File: config.mk
export PLATFORM = sky130hd
export DESIGN_NAME = func_sweep_ctrl
export DESIGN_NICKNAME = d
export VERILOG_FILES = /design/src/rtl/func_sweep_pkg.sv /design/src/rtl/func_sweep_ctrl.sv
export SDC_FILE = /design/constraint.sdc
export NUM_CORES = 1
export LEC_CHECK = 0
export ABC_CLOCK_PERIOD_IN_PS = 3600
export BUFFER_PORTS_ARGS = -buffer_cell sky130_fd_sc_hd__buf_2
export CAP_MARGIN = 40
export CORE_ASPECT_RATIO = 0.9
export CORE_MARGIN = 8
export CORE_UTILIZATION = 35
export CTS_CLUSTER_SIZE = 8
export DETAILED_ROUTE_END_ITERATION = 10
export GPL_ROUTABILITY_DRIVEN = 0
export SKIP_LAST_GASP = 1
export SYNTH_ARGS = -nofsm -noshare
export SYNTH_HDL_FRONTEND = slang
export SYNTH_SLANG_ARGS = --single-unit
export TNS_END_PERCENT = 10
File: constraint.sdc
create_clock -name clk -period 3.6 [get_ports clk]
set_input_delay 0.54 -clock clk [delete_from_list [all_inputs] [get_ports clk]]
set_output_delay 0.54 -clock clk [all_outputs]
set_load 0.05 [all_outputs]
File: src/rtl/func_sweep_pkg.sv
// Shared types and width helpers for the
// truth-table sweep sequencer.
package func_sweep_pkg;

  typedef enum logic [1:0] {
    ST_IDLE,
    ST_WAIT,
    ST_SAMPLE,
    ST_FINISH
  } sweep_state_t;

  function automatic int tbl_w(input int n);
    return 1 << n;
  endfunction

  function automatic int cnt_w(input int n);
    return n + 1;
  endfunction

endpackage

File: src/rtl/func_sweep_ctrl.sv
// Walks every input vector of a combinational
// function, samples it and scores a truth table.
module func_sweep_ctrl
  import func_sweep_pkg::*;
#(
  parameter int N_IN   = 4,
  parameter int SETTLE = 2
) (
  input  logic                       clk,
  input  logic                       rst_n,
  input  logic                       start,
  input  logic                       abort,
  input  logic [tbl_w(N_IN)-1:0]     expected,
  output logic [N_IN-1:0]            fn_vec,
  input  logic                       fn_out,
  output logic                       busy,
  output logic                       done,
  output logic [tbl_w(N_IN)-1:0]     truth,
  output logic [cnt_w(N_IN)-1:0]     mismatch_cnt,
  output logic                       pass
);

  localparam int TW = tbl_w(N_IN);
  localparam int MW = cnt_w(N_IN);
  localparam int CW = (SETTLE > 1) ? $clog2(SETTLE) : 1;
  localparam logic [CW-1:0] CNT_LOAD = CW'(SETTLE - 1);
  localparam logic [N_IN-1:0] VEC_LAST = '1;

  sweep_state_t r_state;
  sweep_state_t w_state;

  logic [CW-1:0]   r_cnt;
  logic [CW-1:0]   w_cnt;
  logic [N_IN-1:0] r_vec;
  logic [N_IN-1:0] w_vec;
  logic [TW-1:0]   r_truth;
  logic [TW-1:0]   w_truth;
  logic [MW-1:0]   r_mcnt;
  logic [MW-1:0]   w_mcnt;
  logic            r_pass;
  logic            w_pass;
  logic [TW-1:0]   r_exp;
  logic [TW-1:0]   w_exp;
  logic            w_miss;
  logic [MW-1:0]   w_mcnt_inc;

  assign w_miss     = fn_out != r_exp[r_vec];
  assign w_mcnt_inc = r_mcnt + {{(MW-1){1'b0}}, w_miss};

  // State and datapath registers
  always_ff @(posedge clk or negedge rst_n) begin
    if (!rst_n) begin
      r_state <= ST_IDLE;
      r_cnt   <= '0;
      r_vec   <= '0;
      r_truth <= '0;
      r_mcnt  <= '0;
      r_pass  <= 1'b0;
      r_exp   <= '0;
    end else begin
      r_state <= w_state;
      r_cnt   <= w_cnt;
      r_vec   <= w_vec;
      r_truth <= w_truth;
      r_mcnt  <= w_mcnt;
      r_pass  <= w_pass;
      r_exp   <= w_exp;
    end
  end

  // Next-state and next-datapath decode
  always_comb begin
    w_state = r_state;
    w_cnt   = r_cnt;
    w_vec   = r_vec;
    w_truth = r_truth;
    w_mcnt  = r_mcnt;
    w_pass  = r_pass;
    w_exp   = r_exp;
    unique case (r_state)
      ST_IDLE: begin
        if (start && !abort) begin
          w_exp   = expected;
          w_vec   = '0;
          w_truth = '0;
          w_mcnt  = '0;
          w_pass  = 1'b0;
          w_cnt   = CNT_LOAD;
          w_state = ST_WAIT;
        end
      end
      ST_WAIT: begin
        if (abort) begin
          w_pass  = 1'b0;
          w_state = ST_IDLE;
        end else if (r_cnt == '0) begin
          w_state = ST_SAMPLE;
        end else begin
          w_cnt = r_cnt - 1'b1;
        end
      end
      ST_SAMPLE: begin
        if (abort) begin
          w_pass  = 1'b0;
          w_state = ST_IDLE;
        end else begin
          w_truth[r_vec] = fn_out;
          w_mcnt         = w_mcnt_inc;
          if (r_vec == VEC_LAST) begin
            w_pass  = (w_mcnt_inc == '0);
            w_state = ST_FINISH;
          end else begin
            w_vec   = r_vec + 1'b1;
            w_cnt   = CNT_LOAD;
            w_state = ST_WAIT;
          end
        end
      end
      ST_FINISH: begin
        w_state = ST_IDLE;
      end
      default: begin
        w_state = ST_IDLE;
      end
    endcase
  end

  assign busy = (r_state == ST_WAIT) ||
                (r_state == ST_SAMPLE);
  assign done = (r_state == ST_FINISH);

  assign fn_vec       = r_vec;
  assign truth        = r_truth;
  assign mismatch_cnt = r_mcnt;
  assign pass         = r_pass;

endmodule

---- Word-level counts from Yosys, hierarchy flattened ----
Index checks and enable logic that the tools add are counted.
storage, ports and cells
  register bits ........................... 45
  input port bits ......................... 21
  output and inout port bits .............. 28
  logic and storage cells ................. 70
cells by class
  $add $sub $neg .......................... 3
  order comparisons ....................... 2
  eq/ne operators ......................... 12
  multiplexer cells ....................... 32
  reduce and logical (&&, ||, !) cells .... 14
operator list
  kind                 number
  $mux 16              2
  $pmux 16 s2          1
  $bwmux 16            1
  $mux 4               3
  $mux 1               11
  $mux 2               5
  $mux 5               2
  $ne 2x2->1 const B   5
  $pmux 5 s2           1
  $pmux 2 s4           1
  $pmux 4 s2           1
  $reduce_and 4->1     2
  $ne 3x3->1 const B   2
  $pmux 1 s3           2
  $add 5x1->5          1
  $logic_not 5->1      1
  $lt 4x5->1 const B   1
  $reduce_and 5->1     1
  $add 4x1->4 const B  1
  $bmux 1 s4           1
  $demux 1 s4          1
  $eq 2x2->1 const B   2
  $eq 4x4->1 const B   1
  $ge 4x1->1 const B   1
  other kinds (11)     13

---- Logic depth before layout (Yosys ltp) ----
  word-level depth ........................ 8
  mapped depth ............................ 11

---- Least setup slack after synthesis ----
Ideal clock, no wire load.
  path kind ............................... reg-to-reg
  from .................................... reg r_vec[2], in the netlist fn_vec[2]
  to ...................................... reg r_pass, in the netlist pass
  setup time .............................. 0.125 ns
  data arrival time ....................... 3.115 ns
  data required time ...................... 3.475 ns
  setup slack ............................. 0.360 ns
  stages on the path, launching flop included .. 12
  cells stage by stage .................... dfrtp_1 > buf_6 > mux4_1 > mux4_2 > xor2_1 > ha_1 > ha_1 > and2_1 > a21oi_1 > o32a_1 > nor4_1 > mux2_2
on the way
  cells in the longest elaborated chain, start to end .. 8
ends and longest elaborated chain
  item                          line                    RTL
  start: declaration            func_sweep_ctrl.sv:34   logic [N_IN-1:0] r_vec;
  start signal: assignment      func_sweep_ctrl.sv:63   r_vec <= w_vec;
  $bmux 1 s4                    func_sweep_ctrl.sv:47   assign w_miss = fn_out != r_exp[r_vec];
  $mux 1 (not written as such)  func_sweep_ctrl.sv:47
  $ne 1x1->1                    func_sweep_ctrl.sv:47
  $add 5x1->5                   func_sweep_ctrl.sv:48   assign w_mcnt_inc = r_mcnt + {{(MW-1){1'b0}}, w_miss};
  $logic_not 5->1               func_sweep_ctrl.sv:110  w_pass = (w_mcnt_inc == '0);
  $mux 1                        func_sweep_ctrl.sv:109  if (r_vec == VEC_LAST) begin
  $mux 1                        func_sweep_ctrl.sv:103  if (abort) begin
  $pmux 1 s3                    func_sweep_ctrl.sv:80   unique case (r_state)
  end signal: assignment        func_sweep_ctrl.sv:66   r_pass <= w_pass;
  end: declaration              func_sweep_ctrl.sv:40   logic r_pass;
Several ways; a longest one is shown, not always the timed one. The select of a mux whose other input is x is not followed.
A chain may end at the register's enable or synchronous reset.

---- Worst setup path after layout ----
Ends and elaborated chain as after synthesis.

==> impl_results.rst <==
.. list-table::
   :header-rows: 1

   * - Metric
     - Value
   * - Wire length of the first global-routing pass
     - 8600 µm
   * - Setup-violating endpoint count in the final report
     - 0
   * - Number of primary I/O pins
     - 49
   * - RSZ-0062 raised after global routing
     - false
   * - Final-report hold violation count
     - 0
   * - Post-CTS resize count
     - 0
   * - Total gr overflow
     - 0
   * - Arr. time, crit path
     - 3.29 ns
   * - Remaining antenna violation count after routing
     - 0
   * - Kind of launch point of the worst setup path
     - flip-flop
   * - Share of the cycle needed by the critical path after routing
     - 84.8%
   * - Origin of the worst setup path
     - fn_vec[2]$_DFFE_PN0P_
   * - Hpwl dp
     - 4000 µm
   * - Required time at the endpoint of the critical path
     - 3.84 ns
   * - Sequential Power Share
     - 46.8%
   * - DR iter-0 viols
     - 66
   * - Die Span Y
     - 93.4 µm
   * - Worst IR Drop VDD
     - 0.000353 V
   * - Endpoint of the most critical setup path
     - pass$_DFFE_PN0P_
   * - Net switching fraction of the power
     - 32.9%
   * - Clock latency reported for the late side of the worst-skew pair
     - 0.29 ns
   * - Netlist area before placement
     - 0.00233 mm²
   * - Critical Path End Type
     - flip-flop
   * - FF-to-FF End
     - pass$_DFFE_PN0P_
   * - Relative slew margins
     - 63.1%
   * - Mean routed wirelength per cell
     - 15.2 µm
   * - Path category of the worst min-delay check
     - in2async
   * - Count of buffers added by post-CTS timing repair for setup
     - 0
   * - Number of max-capacitance violations reported
     - 0
   * - Maximum number of pins on one net before global-route repair
     - 24
   * - Gate power share
     - 32.5%
   * - Max Freq
     - 328 MHz
   * - Clock Skews
     - 0.00895 ns
   * - Transition at the pin with the smallest max-transition slack
     - 0.553 ns
   * - Dominant cell type by area after synthesis
     - sky130_fd_sc_hd__dfrtp_1
   * - Vias in the first global route
     - 1,779
   * - R2r worst-path depth
     - 10
   * - Mean number of vias per cell
     - 5.04
   * - Number of antenna violations at the first check in global routing
     - 0
   * - Final standard cell count with taps included and fillers excluded
     - 343
   * - Count of placed standard cells including taps
     - 336
   * - Int Power
     - 0.992 mW
   * - Number of cells produced by synthesis
     - 206
   * - Ant diodes
     - 0
   * - Overall die width
     - 102 µm
   * - Final max-slew violation count
     - 0
   * - Routed wire length
     - 5210 µm
   * - Outcome
     - complete, no violations
   * - Clock transition at path regs
     - 0.08 ns
   * - Place WS
     - 0.550 ns
   * - Detailed Routing Iterations Pass 1
     - 4
   * - Mean post-synth cell area
     - 11.3 µm²
   * - Number of nets produced by synthesis
     - 237
   * - Top fanout value on the critical path
     - 5
   * - Largest cells by area after synthesis
     - sky130_fd_sc_hd__dfrtp_1 48%, sky130_fd_sc_hd__mux2_2 9.2%, sky130_fd_sc_hd__ha_1 5.4%
   * - Static leakage
     - 1.31 nW
   * - Crit path kind
     - reg2reg
   * - Area added between synthesis and finish
     - 18.4%
   * - Seq cells post-synth
     - 45
   * - Core Rows
     - 28
   * - Number of buffers inserted by port buffering
     - 48
   * - Die ar.
     - 0.00953 mm²
   * - Fraction of final layout cells with drive strength greater than 1
     - 32.0%
   * - Synth top area share
     - 48.3%
   * - Buffers from clock root to sink, at most
     - 2
   * - Critical R2R Launch
     - fn_vec[2]$_DFFE_PN0P_
   * - Filler cells
     - 669
   * - Starting utilization of the core area
     - 35.8%
   * - Switch Pwr
     - 0.487 mW
   * - Number of H-tree levels
     - 2
   * - Total number of clock tree sinks
     - 45
   * - Library cell used as clock root buffer
     - sky130_fd_sc_hd__clkbuf_8
   * - Clock tree from TritonCTS
     - done
   * - Final WS setup
     - 0.549 ns
   * - GR Util All Layers
     - 11.2%
   * - Worst Hold Slack
     - 0.229 ns
   * - Detailed-route via count
     - 1,729
   * - Distinct cell type count of the synthesized netlist
     - 36
   * - Total core area
     - 0.00652 mm²
   * - Syn. warnings
     - 0
   * - TNS Setup
     - 0 ns
   * - Min Clock Period, post-route
     - 3.05 ns
   * - Number of nets in the layout
     - 284
   * - Remaining design rule violation count
     - 0
   * - Number of buffers created by CTS
     - 5
   * - Total power density per cell area
     - 536 mW/mm²
   * - Proportion of synthesized chip area in sequential cells
     - 48.3%
   * - Worst R2R Setup Slack
     - 0.55 ns
   * - Clk pwr share
     - 20.7%
   * - CTS Hold Bufs
     - 0
==> synthesized netlist by cell type (all sizes together) <==
| cell | instances |
|---|---|
| nor4 | 1 |
| mux2i | 2 |
| clkbuf | 6 |
| nor3 | 1 |
| inv | 6 |
| or2 | 1 |
| nand3 | 13 |
| a22o | 4 |
| o32a | 1 |
| o32ai | 1 |
| and2 | 3 |
| and3 | 5 |
| nor2 | 3 |
| a21oi | 8 |
| nand2 | 24 |
| nand3b | 2 |
| mux4 | 5 |
| o21ai | 13 |
| mux2 | 19 |
| o211a | 1 |
| a32o | 11 |
| nand2b | 4 |
| xnor2 | 2 |
| buf | 5 |
| a21o | 1 |
| dfrtp | 45 |
| a21boi | 1 |
| nor2b | 3 |
| nand4 | 4 |
| ha | 10 |
| xor2 | 1 |
==> logic make-up (layout without fill, tap and decap cells) <==
family / after synthesis / after routing / share of synthesized area (%)
buf+inv: 17 / 64 / 3.22
fa+ha+maj: 10 / 10 / 5.37
mux: 26 / 26 / 15.4
flops: 45 / 45 / 48.3
compound gates: 41 / 41 / 12.8
simple gates: 64 / 64 / 13.8
xor+xnor: 3 / 3 / 1.13
==> state kept, by name, indices dropped and copies added (netlist names) <==
signal and flops:
r_exp 16, truth 16, mismatch_cnt 5, fn_vec 4, r_state 2, pass 1
r_cnt 1
==> routing by layer <==
layer  share of wire, %  up-vias  GRT usage, %  wire, µm
met5                  0        -             0         0
met4               0.73        0          2.93        38
met3                8.0        4          4.31       416
met2                 42       48          16.7      2180
met1                 49      827          14.9      2580
li1                   -      850             -         -
==> power groups by stage <==
stage | sequential (mW) | combinational, mW | clock, mW
detailed placement | 0.700 | 0.489 | 0
floorplan | 0.707 | 0.357 | 0
CTS | 0.691 | 0.488 | 0.324
finish | 0.692 | 0.481 | 0.306
global route | 0.707 | 0.531 | 0.341
global placement | 0.702 | 0.472 | 0
==> through the flow <==
step | total power [mW] | area (µm²) | util [%]
floorplan | 1.06 | 2330 | -
global placement | 1.17 | 2650 | 40.6
detailed placement | 1.19 | 2670 | 41.0
CTS | 1.50 | 2760 | 42.3
global route | 1.58 | 2760 | 42.3
finish | 1.48 | 2760 | 42.3
==> worst min path at each step <==
| stage | end | slack [ns] | cells after the start |
|---|---|---|---|
| final | truth[14]$_DFFE_PN0P_ | 0.23 | 1 |
| after global routing | r_exp[7]$_DFFE_PN0P_ | 0.26 | 1 |
| after CTS | truth[14]$_DFFE_PN0P_ | 0.23 | 1 |
| after detailed placement | r_exp[5]$_DFFE_PN0P_ | 0.49 | 1 |
| after global placement | r_exp[15]$_DFFE_PN0P_ | 0.49 | 1 |
| after floorplan | fn_vec[0]$_DFFE_PN0P_ | 0.24 | 0 |
==> layout by cell type, fill, tap and decap left out, types with 2 or more instances in the layout <==
cell,instances
sky130_fd_sc_hd__buf_4,2
sky130_fd_sc_hd__ha_1,10
sky130_fd_sc_hd__nand3_1,13
sky130_fd_sc_hd__nand4_1,4
sky130_fd_sc_hd__a22o_1,4
sky130_fd_sc_hd__xnor2_1,2
sky130_fd_sc_hd__nand2_1,24
sky130_fd_sc_hd__nor2_1,3
sky130_fd_sc_hd__o21ai_0,13
sky130_fd_sc_hd__nand2b_1,4
sky130_fd_sc_hd__inv_1,6
sky130_fd_sc_hd__mux4_1,3
sky130_fd_sc_hd__nor2b_1,3
sky130_fd_sc_hd__a32o_1,11
sky130_fd_sc_hd__dfrtp_1,45
sky130_fd_sc_hd__and3_1,5
sky130_fd_sc_hd__mux2_2,19
sky130_fd_sc_hd__buf_2,48
sky130_fd_sc_hd__clkbuf_8,6
sky130_fd_sc_hd__and2_1,3
sky130_fd_sc_hd__mux2i_1,2
sky130_fd_sc_hd__mux4_2,2
sky130_fd_sc_hd__a21oi_1,7
==> final cells by class <==
type / instances / area (µm²) / share of cell area (%)
Tap cell: 90 / 113 / 4.08
Timing Repair Buffer: 51 / 283 / 10.2
Clock buffer: 7 / 86.3 / 3.13
Inverter: 6 / 22.5 / 0.816
Sequential cell: 45 / 1130 / 40.8
Multi-Input combinational cell: 144 / 1130 / 40.9
==> critical path, stage by stage (launching register included) <==
cell	delay, ns
sky130_fd_sc_hd__dfrtp_1	0.47
sky130_fd_sc_hd__mux4_1	0.59
sky130_fd_sc_hd__mux4_2	0.50
sky130_fd_sc_hd__xor2_1	0.15
sky130_fd_sc_hd__ha_1	0.23
sky130_fd_sc_hd__ha_1	0.22
sky130_fd_sc_hd__and2_1	0.16
sky130_fd_sc_hd__a21oi_1	0.07
sky130_fd_sc_hd__o32a_1	0.28
sky130_fd_sc_hd__nor4_1	0.15
sky130_fd_sc_hd__mux2_2	0.19
Power figures use the tool's default switching activity.
